<file path="config.mk">
export PLATFORM = sky130hd
export DESIGN_NAME = module_seg7_capture
export DESIGN_NICKNAME = d
export VERILOG_FILES = /design/src/rtl/seg7_pkg.sv /design/src/rtl/module_seg7_to_hex.sv /design/src/rtl/module_seg7_capture.sv
export SDC_FILE = /design/constraint.sdc
export NUM_CORES = 1
export LEC_CHECK = 0
export ABC_AREA = 1
export CORE_ASPECT_RATIO = 1.75
export CORE_MARGIN = 1.5
export CORE_UTILIZATION = 55
export CTS_BUF_LIST = sky130_fd_sc_hd__clkbuf_16
export DETAILED_ROUTE_END_ITERATION = 8
export GPL_ROUTABILITY_DRIVEN = 0
export GPL_TIMING_DRIVEN = 1
export PLACE_DENSITY = 0.8
export RECOVER_POWER = 25
export SYNTH_ARGS = -nofsm -noshare
export SYNTH_HDL_FRONTEND = slang
export SYNTH_SLANG_ARGS = --single-unit
export TNS_END_PERCENT = 100
</file>
<file path="constraint.sdc">
create_clock -name clk -period 3.3 [get_ports clk]
set_input_delay 0.66 -clock clk [delete_from_list [all_inputs] [get_ports clk]]
set_output_delay 0.66 -clock clk [all_outputs]
set_load 0.01 [all_outputs]
</file>
<file path="src/rtl/seg7_pkg.sv">
// Shared types and the active-low hex segment table for the 7-segment capture block.
package seg7_pkg;

    localparam int unsigned SEG_W = 8;
    localparam int unsigned NIB_W = 4;

    typedef logic [SEG_W-1:0] seg_word_t;

    typedef struct packed {
        logic             valid;
        logic [NIB_W-1:0] nib;
    } hex_dec_t;

    // Active-low a..g patterns, entry i displays hex digit i.
    localparam logic [15:0][6:0] SEG_PAT = {
        7'h0E, 7'h06, 7'h21, 7'h46, 7'h03, 7'h08, 7'h10, 7'h00,
        7'h78, 7'h02, 7'h12, 7'h19, 7'h30, 7'h24, 7'h79, 7'h40
    };

endpackage

</file>
<file path="src/rtl/module_seg7_to_hex.sv">
// Combinational inverse of the hex segment table: 7 active-low segments to {valid, nibble}.
module module_seg7_to_hex
    import seg7_pkg::*;
(
    input  logic [6:0]       seg,
    output logic             valid_c,
    output logic [NIB_W-1:0] nib_c
);

    hex_dec_t dec;

    always_comb begin
        dec = '0;
        for (int i = 0; i < 16; i++) begin
            if (seg == SEG_PAT[i]) begin
                dec.valid = 1'b1;
                dec.nib   = NIB_W'(i);
            end
        end
    end

    assign valid_c = dec.valid;
    assign nib_c   = dec.nib;

endmodule

</file>
<file path="src/rtl/module_seg7_capture.sv">
// Recovers the 16-bit hex value and decimal points from a multiplexed active-low 7-segment bus.
// Optional saturating error counter enabled by defining SEG7_CAP_ERRCNT_EN.
module module_seg7_capture
    import seg7_pkg::*;
#(
    parameter int unsigned STABLE_CNT = 4,
    parameter int unsigned N_DIG      = 4
) (
    input  logic                   clk,
    input  logic                   rst,
    input  logic [7:0]             seg,
    input  logic [N_DIG-1:0]       an,
    output logic [NIB_W*N_DIG-1:0] value,
    output logic [N_DIG-1:0]       dp_o,
    output logic                   frame_valid,
    output logic                   err,
    output logic [7:0]             err_cnt
);

    localparam int unsigned CNT_W = 8;

    seg_word_t                     seg_m, s_seg, prev_seg;
    logic [N_DIG-1:0]              an_m, s_an, prev_an;
    logic [CNT_W-1:0]              cnt;
    logic                          held;
    logic [N_DIG-1:0]              seen, stage_dp;
    logic [N_DIG-1:0][NIB_W-1:0]   stage_nib;

    logic                          legal_c, same_c, accept_c, done_c;
    logic                          dec_valid_c;
    logic [NIB_W-1:0]              dec_nib_c;
    logic [N_DIG-1:0]              seen_nx_c, dp_nx_c;
    logic [N_DIG-1:0][NIB_W-1:0]   nib_nx_c;

    // Two-flop synchronizers plus the previous-sample copy used for stability checks.
    always_ff @(posedge clk or posedge rst) begin
        if (rst) begin
            seg_m    <= 8'hFF;
            s_seg    <= 8'hFF;
            prev_seg <= 8'hFF;
            an_m     <= '1;
            s_an     <= '1;
            prev_an  <= '1;
        end else begin
            seg_m    <= seg;
            s_seg    <= seg_m;
            prev_seg <= s_seg;
            an_m     <= an;
            s_an     <= an_m;
            prev_an  <= s_an;
        end
    end

    module_seg7_to_hex u_to_hex (
        .seg     (s_seg[6:0]),
        .valid_c (dec_valid_c),
        .nib_c   (dec_nib_c)
    );

    assign legal_c  = $onehot(~s_an);
    assign same_c   = (s_an == prev_an) && (s_seg == prev_seg);
    // Accept on the edge where the counter would reach STABLE_CNT.
    assign accept_c = legal_c && same_c && !held && (cnt == CNT_W'(STABLE_CNT - 1));

    always_comb begin
        seen_nx_c = seen;
        nib_nx_c  = stage_nib;
        dp_nx_c   = stage_dp;
        if (accept_c && dec_valid_c) begin
            for (int i = 0; i < int'(N_DIG); i++) begin
                if (!s_an[i]) begin
                    seen_nx_c[i] = 1'b1;
                    nib_nx_c[i]  = dec_nib_c;
                    dp_nx_c[i]   = ~s_seg[7];
                end
            end
        end
    end

    assign done_c = &seen_nx_c;

    // Dwell counter and once-per-dwell accepted flag.
    always_ff @(posedge clk or posedge rst) begin
        if (rst) begin
            cnt  <= '0;
            held <= 1'b0;
        end else if (!legal_c) begin
            cnt  <= '0;
            held <= 1'b0;
        end else if (same_c) begin
            if (cnt < CNT_W'(STABLE_CNT)) cnt <= cnt + CNT_W'(1);
            held <= held | accept_c;
        end else begin
            cnt  <= CNT_W'(1);
            held <= 1'b0;
        end
    end

    // Staging, frame completion and registered outputs.
    always_ff @(posedge clk or posedge rst) begin
        if (rst) begin
            seen        <= '0;
            stage_nib   <= '0;
            stage_dp    <= '0;
            value       <= '0;
            dp_o        <= '0;
            frame_valid <= 1'b0;
            err         <= 1'b0;
        end else begin
            stage_nib   <= nib_nx_c;
            stage_dp    <= dp_nx_c;
            seen        <= done_c ? '0 : seen_nx_c;
            frame_valid <= done_c;
            err         <= accept_c && !dec_valid_c;
            if (done_c) begin
                value <= nib_nx_c;
                dp_o  <= dp_nx_c;
            end
        end
    end

`ifdef SEG7_CAP_ERRCNT_EN
    always_ff @(posedge clk or posedge rst) begin
        if (rst) begin
            err_cnt <= 8'h00;
        end else if (accept_c && !dec_valid_c && (err_cnt != 8'hFF)) begin
            err_cnt <= err_cnt + 8'h01;
        end
    end
`else
    assign err_cnt = 8'h00;
`endif

endmodule

</file>
==> flow_summary.ini, run 1 <==
[cts]
cts.clk_slew.worst_paths_ns = 0.06
postCtsHoldBufs = 0
clock_path_buffers = 2
tritoncts = built
cts.sinks = 91
htree_levels = 3
root_buffer = clkbuf_16
numCtsBuffers = 9
insertion_delay_ns = 0.34

[critical_path]
required_ns = 3.52
critPathCaptureType = flop
start_kind = flop
startpoint = s_an[3]
regToRegSetupSlack_ns = 0.23
worstSetupPathType = reg -> reg
timing.rr.start = s_an[3]
crit_fanout = 12
r2r_end = value[12]
arrival_ns = 3.29
ff2ff_path_depth = 13

[cells_and_area]
regArea_mm2 = 0.00232
layout.nets = 461
n_antenna_cell = 0
final_area_mm2 = 0.00456
area_growth_pct = 19.7
nFillCells = 542
drive_above_1_share_pct = 17.0
final_common_cell = nand2_1
multi_input_area_mm2 = 0.00126
final_cell_mix = nand2_1, dfrtp_1, inv_1, o21ai_0, nor2_1
final_util_pct = 67.0

[die]
initial_utilization_pct = 56.0
rows = 40
die_w_um = 65.9
die_h_um = 113
die_area_mm2 = 0.00745
ioPinCount = 44
core_mm2 = 0.00681

[global_routing]
grt_overflow_total = 0
antenna_found_initial = 0
grt_pass1_wl_mm = 11.8
grt_usage_pct = 21.5
grt_max_degree = 32
grt_pass1_vias = 2623

[power]
ir_worst_vdd_v = 0.000438
switching_power_mw = 0.500
power_frac_clock_pct = 43.3
sw_frac_of_total_pct = 21.9
seqPwrFrac_pct = 51.7
pwr-share-comb_pct = 5.0
intPower_mw = 1.78
power_density_mw_per_mm2 = 500
leakagePower_nw = 2.37

[hold_path]
holdPathStages = 0
hold_path_end = s_an[0]
hp-class = reg -> reg
hold_start = an_m[0]

[synth]
syn_area_per_cell_um2 = 9.62
yosysTopAreaCell = dfrtp_1
ys_top_cells_by_area = dfrtp_1, dfstp_2, nand2_1
ys_types = 33
ys_seq_elements = 91
netlist_area_mm2 = 0.00381
seq_area_frac_synth_pct = 61.0
synth_cells = 396
yosysTopAreaCellShare_pct = 36.1
yosys_warnings = 0

[timing]
slew_violations = 0
finClkSkew_ns = 0.00824
max_freq_mhz = 326
post-route-min-period_ns = 3.07
rsz0062_at_grt = no
finalCritPeriodShare_pct = 93.0
setup-violations-final = 0
tightest_slew_ns = 1.29
maxSlewHeadroom_pct = 13.4
tns_ns = 0
finalHoldViolations = 0

[placed_design]
dp_hpwl_mm = 5.17
port_buffers = 35
placed_cell_area_mm2 = 0.00424

[status]
status = complete, no violations

[routing]
drc = 0
antenna_left = 0
post_drt_wl_per_cell_um = 13.5
totalWireLength_mm = 7.18
vias_per_cell = 5.02
firstDrtPassIters = 5
vias = 2670
drt_iter0_markers = 115

[flow_run]
max_cap_viol_count = 0
## cell usage after synthesis, drive strengths merged
master / n
nand2: 136
dfrtp: 55
inv: 44
dfstp: 36
nor2: 35
o21ai: 29
nand3: 15
buf: 11
nor3: 6
a21oi: 5
clkbuf: 4
xnor2: 4
ha: 3
nand4: 3
or2: 2
a31oi: 1
a41oi: 1
and3: 1
conb: 1
fa: 1
nand2b: 1
nand3b: 1
xor2: 1
## critical path, stage by stage (launching register included)
cell	delay, ns
dfstp_1	0.59
fa_1	0.45
inv_1	0.07
ha_1	0.14
ha_1	0.25
nor3_4	0.25
nand4_4	0.23
nor2_8	0.18
nand3_2	0.09
nand2_1	0.12
nand2_4	0.14
buf_4	0.20
o21ai_0	0.17
nand2_1	0.07
## what timing repair did
| item | 4_1_cts | 5_1_grt |
|---|---|---|
| setup buffers | 0 | 0 |
| endpoints found under the setup margin | 0 | 25 |
| resized for setup | 0 | 3 |
## registers in the layout, indices dropped and copies added (netlist names)
| register | cells |
|---|---|
| err | 1 |
| dp_o | 4 |
| stage_nib | 16 |
| stage_dp | 4 |
| prev_an | 4 |
| s_an | 4 |
| frame_valid | 1 |
| seg_m | 8 |
| prev_seg | 8 |
| held | 1 |
| an_m | 4 |
| s_seg | 8 |
| seen | 4 |
| value | 16 |
| cnt | 8 |
## metrics by stage
| stage | cells | setup WS, ns | hold slack, ns | power [mW] |
|---|---|---|---|---|
| after floorplan | 403 | 0.336 | 0.345 | 1.28 |
| after global placement | 515 | 0.179 | 0.345 | 1.30 |
| after detailed placement | 515 | 0.0362 | 0.347 | 1.31 |
| after CTS | 531 | 0.0378 | 0.355 | 2.31 |
| after global routing | 532 | 0.0671 | 0.363 | 2.37 |
| final | 532 | 0.231 | 0.355 | 2.28 |
## worst max-delay path by stage
| stage | endpoint | slack, ns | cells past startpoint |
|---|---|---|---|
| after floorplan | cnt[0] | 0.34 | 1 |
| after global placement | value[15] | 0.18 | 13 |
| after detailed placement | value[12] | 0.04 | 13 |
| after CTS | value[12] | 0.04 | 13 |
| after global routing | value[8] | 0.07 | 13 |
| final | value[12] | 0.23 | 13 |
## logic make-up (layout without fill, tap and decap cells)
family                   Yosys count  in the layout  synth area share, %
adder cells (fa/ha/maj)            4              4                 1.51
AO/OA/AOI/OAI                     36             36                 4.86
buffers and inverters             59            103                 7.32
flip-flops                        91             91                 61.0
AND/OR/NAND/NOR                  200            201                 24.1
other                              1              8               0.0984
XOR/XNOR                           5              5                 1.15
## per-layer routing
layer | track usage, % | routed length, um
met2 | 35.2 | 3910
met1 | 24.7 | 2800
met3 | 5.86 | 263
met5 | 0 | 0
met4 | 12.6 | 206
## area by class of cell
cell class              count  share of cell area (%)
flip-flops and latches     91                    50.9
multi-input cells         254                    27.7
repair buffers             43                    9.00
clock buffers               9                    4.94
inverters                  44                    3.65
well taps                  84                    2.31
clock inverters             7                    1.48
## power groups by stage
stage	clock network, mW	logic, mW	registers (mW)
floorplan	0	0.0838	1.19
CTS	1.01	0.114	1.18
global route	1.06	0.130	1.18
global placement	0	0.107	1.20
finish	0.988	0.114	1.18
detailed placement	0	0.112	1.20
No activity file was read; power rests on OpenSTA's default activity.
==> inputs of run 2 (changes only) <==
==> constraint.sdc (replaced) <==
create_clock -name clk -period 3.42 [get_ports clk]
set_input_delay 0.684 -clock clk [delete_from_list [all_inputs] [get_ports clk]]
set_output_delay 0.684 -clock clk [all_outputs]
set_load 0.01 [all_outputs]
==> run 2 against run 1 <==
The run now ends with max-capacitance violations, max-slew violations left. Setup slack gained 0.037 ns. Total power down 7.6%. Hold slack gained 0.0023 ns. Critical path depth unchanged.
==> flow_summary.ini, run 2 (synthesis results as in run 1) <==
[placed_design]
dp_hpwl_mm = 5.20
port_buffers = 35
dp_worst_setup_slack_ns = 0.154
placed_cell_area_mm2 = 0.00424
dp_cells = 515

[power]
power_density_mw_per_mm2 = 467
ir_worst_vdd_v = 0.000415
power_mw = 2.11
leakagePower_nw = 2.34

[critical_path]
critPathMaxStageDelay_ns = 0.58
critPathCaptureType = flop
cp_slowest_cell = dfstp_2
cpLargestDelayFamily = simple AND/OR/NAND/NOR gates
regToRegSetupSlack_ns = 0.27
required_ns = 3.64
arrival_ns = 3.37
worstSetupPathType = reg -> reg
crit_chain = fa_1, inv_1, ha_1, ha_1, nor3_2, nand4_4, nor2_8, nand3_2, nand2_1, nand2_2, buf_4, o21ai_0, nand2_1
crit_fanout = 11
worst-path-buf-inv = 2
start_kind = flop

[timing]
tightest_slew_ns = 1.69
post-route-min-period_ns = 3.15
maxSlewHeadroom_pct = -13.1
setup-violations-final = 0
tns_ns = 0
slew_violations = 42
finalCritPeriodShare_pct = 92.2
rsz0062_at_grt = no
finalHoldViolations = 0
finClkSkew_ns = 0.00652
fin_ws_ns = 0.268
max_freq_mhz = 317
holdWs_ns = 0.357

[routing]
post_drt_wl_per_cell_um = 13.4
firstDrtPassIters = 4
drc = 0
drt_iter0_markers = 129
totalWireLength_mm = 7.11
antenna_left = 0
vias_per_cell = 4.95
vias = 2630

[cells_and_area]
n_antenna_cell = 0
final_area_mm2 = 0.00451
nFillCells = 567
final_cell_mix = nand2_1, dfrtp_1, inv_1, o21ai_0, nor2_1
layout.nets = 460
final_common_cell = nand2_1
regArea_mm2 = 0.00232
top_regs = stage_nib x16, value x16
instances_no_fill = 531
drive_above_1_share_pct = 17.0
area_growth_pct = 18.3
multi_input_area_mm2 = 0.00124
final_util_pct = 66.2

[die]
core_mm2 = 0.00681
die_w_um = 65.9
initial_utilization_pct = 56.0
die_h_um = 113
rows = 40
die_area_mm2 = 0.00745
ioPinCount = 44

[cts]
htree_levels = 3
numCtsBuffers = 9
tritoncts = built
cts.clk_slew.worst_paths_ns = 0.06
clock_path_buffers = 2
insertion_delay_ns = 0.34
root_buffer = clkbuf_16
cts.sinks = 91

[hold_path]
hp-class = reg -> reg

[global_routing]
grt_overflow_total = 0
grt_max_degree = 42
grt_pass1_vias = 2648
grt_pass1_wl_mm = 12.1
grt_usage_pct = 21.9
antenna_found_initial = 0

[status]
status = complete, but fails checks
violations = max-capacitance violations, max-slew violations

[flow_run]
max_cap_viol_count = 1
run 2: power breakdown:
part | internal (mW) | switching, mW | total, mW | leakage, nW
clock network | 0.483 | 0.383 | 0.866 | 0.138
registers | 1.12 | 0.0206 | 1.14 | 1.14
logic | 0.0363 | 0.0683 | 0.105 | 1.06
run 2: per-layer routing:
layer,track usage [%],part of all wire [%],vias up
li1,-,-,1297
met1,25.9,39,1269
met2,36.9,55,51
met3,5.37,3.2,13
met4,10.3,2.5,0
met5,0,0,-
run 2: cell type report:
class,instances,share of cell area (%)
clock buffers,9,5.00
inverters,44,3.69
clock inverters,7,0.860
repair buffers,43,9.10
well taps,84,2.33
flip-flops and latches,91,51.5
multi-input cells,253,27.5
run 2: worst reg2reg max path, cell delays in order, from the launching register on:
cell and delay, ns:
dfstp_2 0.58, fa_1 0.42, inv_1 0.08, ha_1 0.15, ha_1 0.23, nor3_2 0.30
nand4_4 0.24, nor2_8 0.18, nand3_2 0.11, nand2_1 0.08, nand2_2 0.17, buf_4 0.23
o21ai_0 0.17, nand2_1 0.09
run 2: path summary, 6_finish.rpt:
kind                       depth (start not counted)     endpoint    start
max in group asynchronous                          3     seg_m[3]      rst
min in group asynchronous                          2  stage_dp[3]      rst
hold / removal                                     0      s_an[0]  an_m[0]
hold reg to reg                                    0      s_an[0]  an_m[0]
setup / recovery                                  13    value[12]  s_an[1]
setup reg to reg                                  13    value[12]  s_an[1]
run 2: repair_timing:
| item | CTS | global route |
|---|---|---|
| hold buffers | 0 | 0 |
| endpoints found under the setup margin | 0 | 24 |
| resized for setup | 0 | 1 |
| setup buffers | 0 | 0 |
==> patch 1: new RTL, flow settings as in run 1 <==
Set the localparam `CNT_W` to 10 (it was 8).
--- a/src/rtl/module_seg7_capture.sv
+++ b/src/rtl/module_seg7_capture.sv
@@ -19,3 +19,3 @@
 
-    localparam int unsigned CNT_W = 8;
+    localparam int unsigned CNT_W = 10;
 
Check against the original RTL: same outputs for any inputs over 10 cycles, from zero or initial values and one cycle with rst high; that may be too few to reach the edited logic, so the function may still have changed.
==> patch 1 against run 1 <==
  * The flow now finishes with violations (capacitance limit, slew limit)
  * Sequential cell count increased by 2
  * Combinational power fell by 11%
  * Via count is 1.6% higher
  * Total power down 4.7%
  * Cell area rose by 0.25%
  * Setup slack improved by 0.028 ns
  * Routed wire length is 2.6% lower
  * Die area increased by 1.2%
  * Synthesized area rose by 1.2%
  * Critical endpoint is now value[7]
  * Largest cell class unchanged
  * Largest power group unchanged
==> patch 1: results (changes against run 1) <==
[grt]
grt_pass1_vias = 2723  ; +3.8%
grt_pass1_wl_um = 12000  ; +1.6%
grtUsageTotal_pct = 21.3  ; -0.14 points
antenna_found_initial = 0  ; unchanged
grt_max_degree = 54  ; +69%

[logic_synthesis]
synthDistinctLibCells = 34  ; +3.0%
synth_commonest_cells = nand2_1, dfrtp_1, inv_1
yosysWarnings = 0  ; unchanged
seq_area_frac_synth_pct = 61.5  ; +0.55 points
async_reset_ff_share_pct = 100  ; unchanged
syn_area_per_cell_um2 = 9.64  ; +0.24%
ys_top_cells_by_area = dfrtp_1, dfstp_2, nand2_1

[outcome]
violations = capacitance limit, slew limit
run_status = complete, but fails checks

[final_layout]
largest_registers = stage_nib (16), value (16), cnt (10)
diodes = 0  ; unchanged
final_nets = 464  ; +0.65%
final_cells = 535  ; +0.56%
num-fill-cells = 544  ; +0.37%
drive_above_1_share_pct = 15.5  ; -1.4 points

[setup_path]
cp_max_fo = 22  ; +10
r2r_cells = 14  ; +1
worstPathArrival_ns = 3.31  ; +0.02 ns
critical-path-max-stage-delay_ns = 0.57  ; -0.02 ns
critical_path.top_delay_family = simple AND/OR/NAND/NOR gates
cp_slowest_cell = dfstp_2

[detailed_routing]
ant_nets = 0  ; unchanged
wl_um = 7000  ; -2.6%
viasPerCell = 5.07  ; +1.0%
first_pass_iters = 5  ; unchanged
drtIter0Drc = 158  ; +37%

[placement]
dp_cells = 516  ; +0.19%
hpwl_um = 4790  ; -7.3%
io_buffers = 35  ; unchanged
place_area_um2 = 4290  ; +1.1%

[clock_network]
htreeDepth = 3  ; unchanged
clkTransAtPathRegs_ns = 0.06  ; about the same
clk_latency_ns = 0.33
cts_buffer_depth = 2  ; unchanged
cts_made_buffers = 9  ; unchanged
root_buffer = clkbuf_16

[power_and_ir_drop]
ir_drop_uv = 461  ; +5.2%
p_leak_nw = 2.34  ; -1.1%

[run]
drv_cap = 1  ; +1

[timing]
clock_skew_ns = 0.00656  ; -0.00168 ns
slew_violations = 41  ; +41
tightest_slew_ns = 1.76  ; +0.469 ns

[worst_hold_path]
hold_depth = 0  ; unchanged
hold_class = register to register

## patch 1: kinds of logic after synthesis
group / after synthesis / synth area share [%]
compound gates: 39 / 5.32
simple gates: 199 / 23.1
other cells: 1 / 0.0972
xor+xnor: 7 / 1.59
fa+ha+maj: 4 / 1.49
buf+inv: 57 / 6.88
flops: 93 / 61.5
## patch 1: layout make-up
cell class	instances	area (um2)	share of cell area [%]
sequential	93	2370	51.9
multi-input combinational	258	1260	27.6
timing repair buffer	43	423	9.25
clock buffer	9	225	4.93
inverter	41	155	3.39
tap	84	105	2.30
clock inverter	7	27.5	0.602
## patch 1: worst register-to-register path: stages (launching register included)
cell and delay [ns]:
dfstp_2 0.57, fa_1 0.41, inv_1 0.07, ha_1 0.14, ha_1 0.23, nor3b_1 0.34, nand4_2 0.21, nor2_4 0.19
nand3_2 0.10, nand2_1 0.11, nand2_4 0.18, nor2_4 0.14, buf_4 0.16, nand2_1 0.05, nand2_1 0.07
## patch 1: path summary, 6_finish.rpt
kind	start	to	slack, ns
worst max-delay path	s_an[3]	value[7]	0.26
worst min-delay path	an_m[0]	s_an[0]	0.35
worst max register to register	s_an[3]	value[7]	0.26
worst min register to register	an_m[0]	s_an[0]	0.35
max in group asynchronous	rst	seg_m[1]	1.10
min in group asynchronous	rst	dp_o[3]	1.23
## patch 1: stage by stage
step | setup slack, ns | hold slack (ns)
floorplan | 0.279 | 0.345
global placement | 0.250 | 0.346
detailed placement | 0.0807 | 0.347
CTS | 0.0531 | 0.351
global route | 0.0381 | 0.360
finish | 0.259 | 0.352
## patch 1: where the power goes
group,switching (mW),internal (mW)
Clock,0.375,0.492
Sequential,0.0215,1.18
Combinational,0.0636,0.0388
Total,0.460,1.71
## patch 1: routing by layer
metal  part of all wire [%]  vias to the layer above  routed length [um]  global-route usage [%]
met4                    2.9                        0                 204                    11.7
met2                     54                       64                3800                    34.6
li1                       -                     1311                   -                       -
met5                      0                        -                   0                       0
met3                    3.8                       18                 267                    5.62
met1                     39                     1319                2730                    25.4
## patch 1: what timing repair did
action,4_1_cts,5_1_grt
buffers inserted,0,2
gates resized for setup,0,1
endpoints found under the setup margin,0,25
==> patch 2: new RTL, settings of run 1 <==
Without the edit above. Remove the register `frame_valid`: a continuous assignment takes its place, so the output `frame_valid` follows one clock earlier.
--- a/src/rtl/module_seg7_capture.sv
+++ b/src/rtl/module_seg7_capture.sv
@@ -106,3 +106,2 @@
             dp_o        <= '0;
-            frame_valid <= 1'b0;
             err         <= 1'b0;
@@ -112,3 +111,2 @@
             seen        <= done_c ? '0 : seen_nx_c;
-            frame_valid <= done_c;
             err         <= accept_c && !dec_valid_c;
@@ -120,2 +118,4 @@
     end
+
+    assign frame_valid = done_c;
 
Check against the original RTL: no difference found for any inputs over 10 cycles, from zero or initial values and one cycle with rst high; that may be too few to reach the edited logic, so the function may still have changed.
==> patch 2 against run 1 <==
  * The run now ends with capacitance limit, slew limit, setup timing left
  * Total power down 4.9%
  * Sequential cell count down 1
  * Setup slack worse by 0.30 ns
  * Combinational power up 11%
  * Cell area up 0.22%
  * Global-route usage up 0.57 points
  * Routed wire length down 1.3%
  * Synthesized area down 0.66%
==> patch 2: results (changes against run 1) <==
[logic_synthesis]
synth_commonest_cells = nand2_1, dfrtp_1, inv_1
syn_inst = 395  ; -0.25%
seq_area_frac_synth_pct = 60.7  ; -0.26 points
ys_top_cells_by_area = dfrtp_1, dfstp_2, nand2_1

[timing]
timing.final.ws_setup_ns = -0.0719  ; -0.303 ns
fin_tns_setup_ns = -0.0719  ; -0.0719 ns
clock_skew_ns = 0.00826  ; +0.0000239 ns
hold_ws_ns = 0.358  ; +0.00276 ns
slew_violations = 39  ; +39
setup_violations = 1  ; +1
tightest_slew_ns = 1.75  ; +0.458 ns

[worst_hold_path]
hp-start = seg_m[6]
min_to = s_seg[6]

[outcome]
violations = capacitance limit, slew limit, setup timing
run_status = complete, but fails checks

[setup_path]
crit_path_end = frame_valid
critical-path-max-stage-delay_ns = 0.54  ; -0.05 ns
ff2ff_setup_slack_ns = 0.52  ; +0.29 ns
r2r_cells = 14  ; +1
worstPathArrival_ns = 2.71  ; -0.58 ns

[clock_network]
ctsResizeCount = 11  ; +11
cts_setup_buffers = 2  ; +2

[power_and_ir_drop]
p_total_mw = 2.17  ; -4.9%
p_comb_mw = 0.126  ; +11%
ir_drop_uv = 432  ; -1.3%
p_sw_share_pct = 22.1  ; +0.19 points
clock_power_share_pct = 40.5  ; -2.8 points

[detailed_routing]
drtIter0Drc = 148  ; +29%
wl_per_cell_um = 13.3  ; -1.6%
first_pass_iters = 4  ; -1
vias = 2658  ; -0.45%

[grt]
use_met1_pct = 25.1  ; +0.43 points
grtUsageTotal_pct = 22.0  ; +0.57 points
grt_max_degree = 53  ; +66%
grt_pass1_wl_um = 12400  ; +4.7%

[final_layout]
clock_area_share_pct = 5.59  ; -0.84 points
final_nets = 465  ; +0.87%
drive_above_1_share_pct = 18.6  ; +1.6 points
num-fill-cells = 506  ; -6.6%

[placement]
place_area_um2 = 4260  ; +0.47%
hpwl_um = 4990  ; -3.4%
place_ws_ns = -0.297  ; -0.333 ns

[floorplan]
num_rows = 39  ; -2.5%

[run]
drv_cap = 1  ; +1

## patch 2: cell families after synthesis
group	after synthesis	synth area share, %
AO/OA/AOI/OAI	36	4.89
XOR/XNOR	5	1.16
adder cells (fa/ha/maj)	4	1.52
buffers and inverters	59	7.37
flip-flops	90	60.7
other	1	0.0991
AND/OR/NAND/NOR	200	24.3
## patch 2: worst register-to-register path, cell delays in order, from the launching register on
cell and delay [ns]:
dfstp_2 0.54, fa_1 0.41, inv_1 0.07, ha_2 0.19, ha_4 0.20, nor3_4 0.17, nand4_4 0.14, nor2_8 0.17
nand3_2 0.11, nand2_2 0.09, nand2_4 0.07, nor2_8 0.12, buf_4 0.27, nand2_1 0.10, nand2_1 0.07
## patch 2: layer usage
layer,vias to the layer above,routed length (um)
met5,-,0
met4,0,160
met3,10,180
met2,39,3950
met1,1304,2800
li1,1305,-
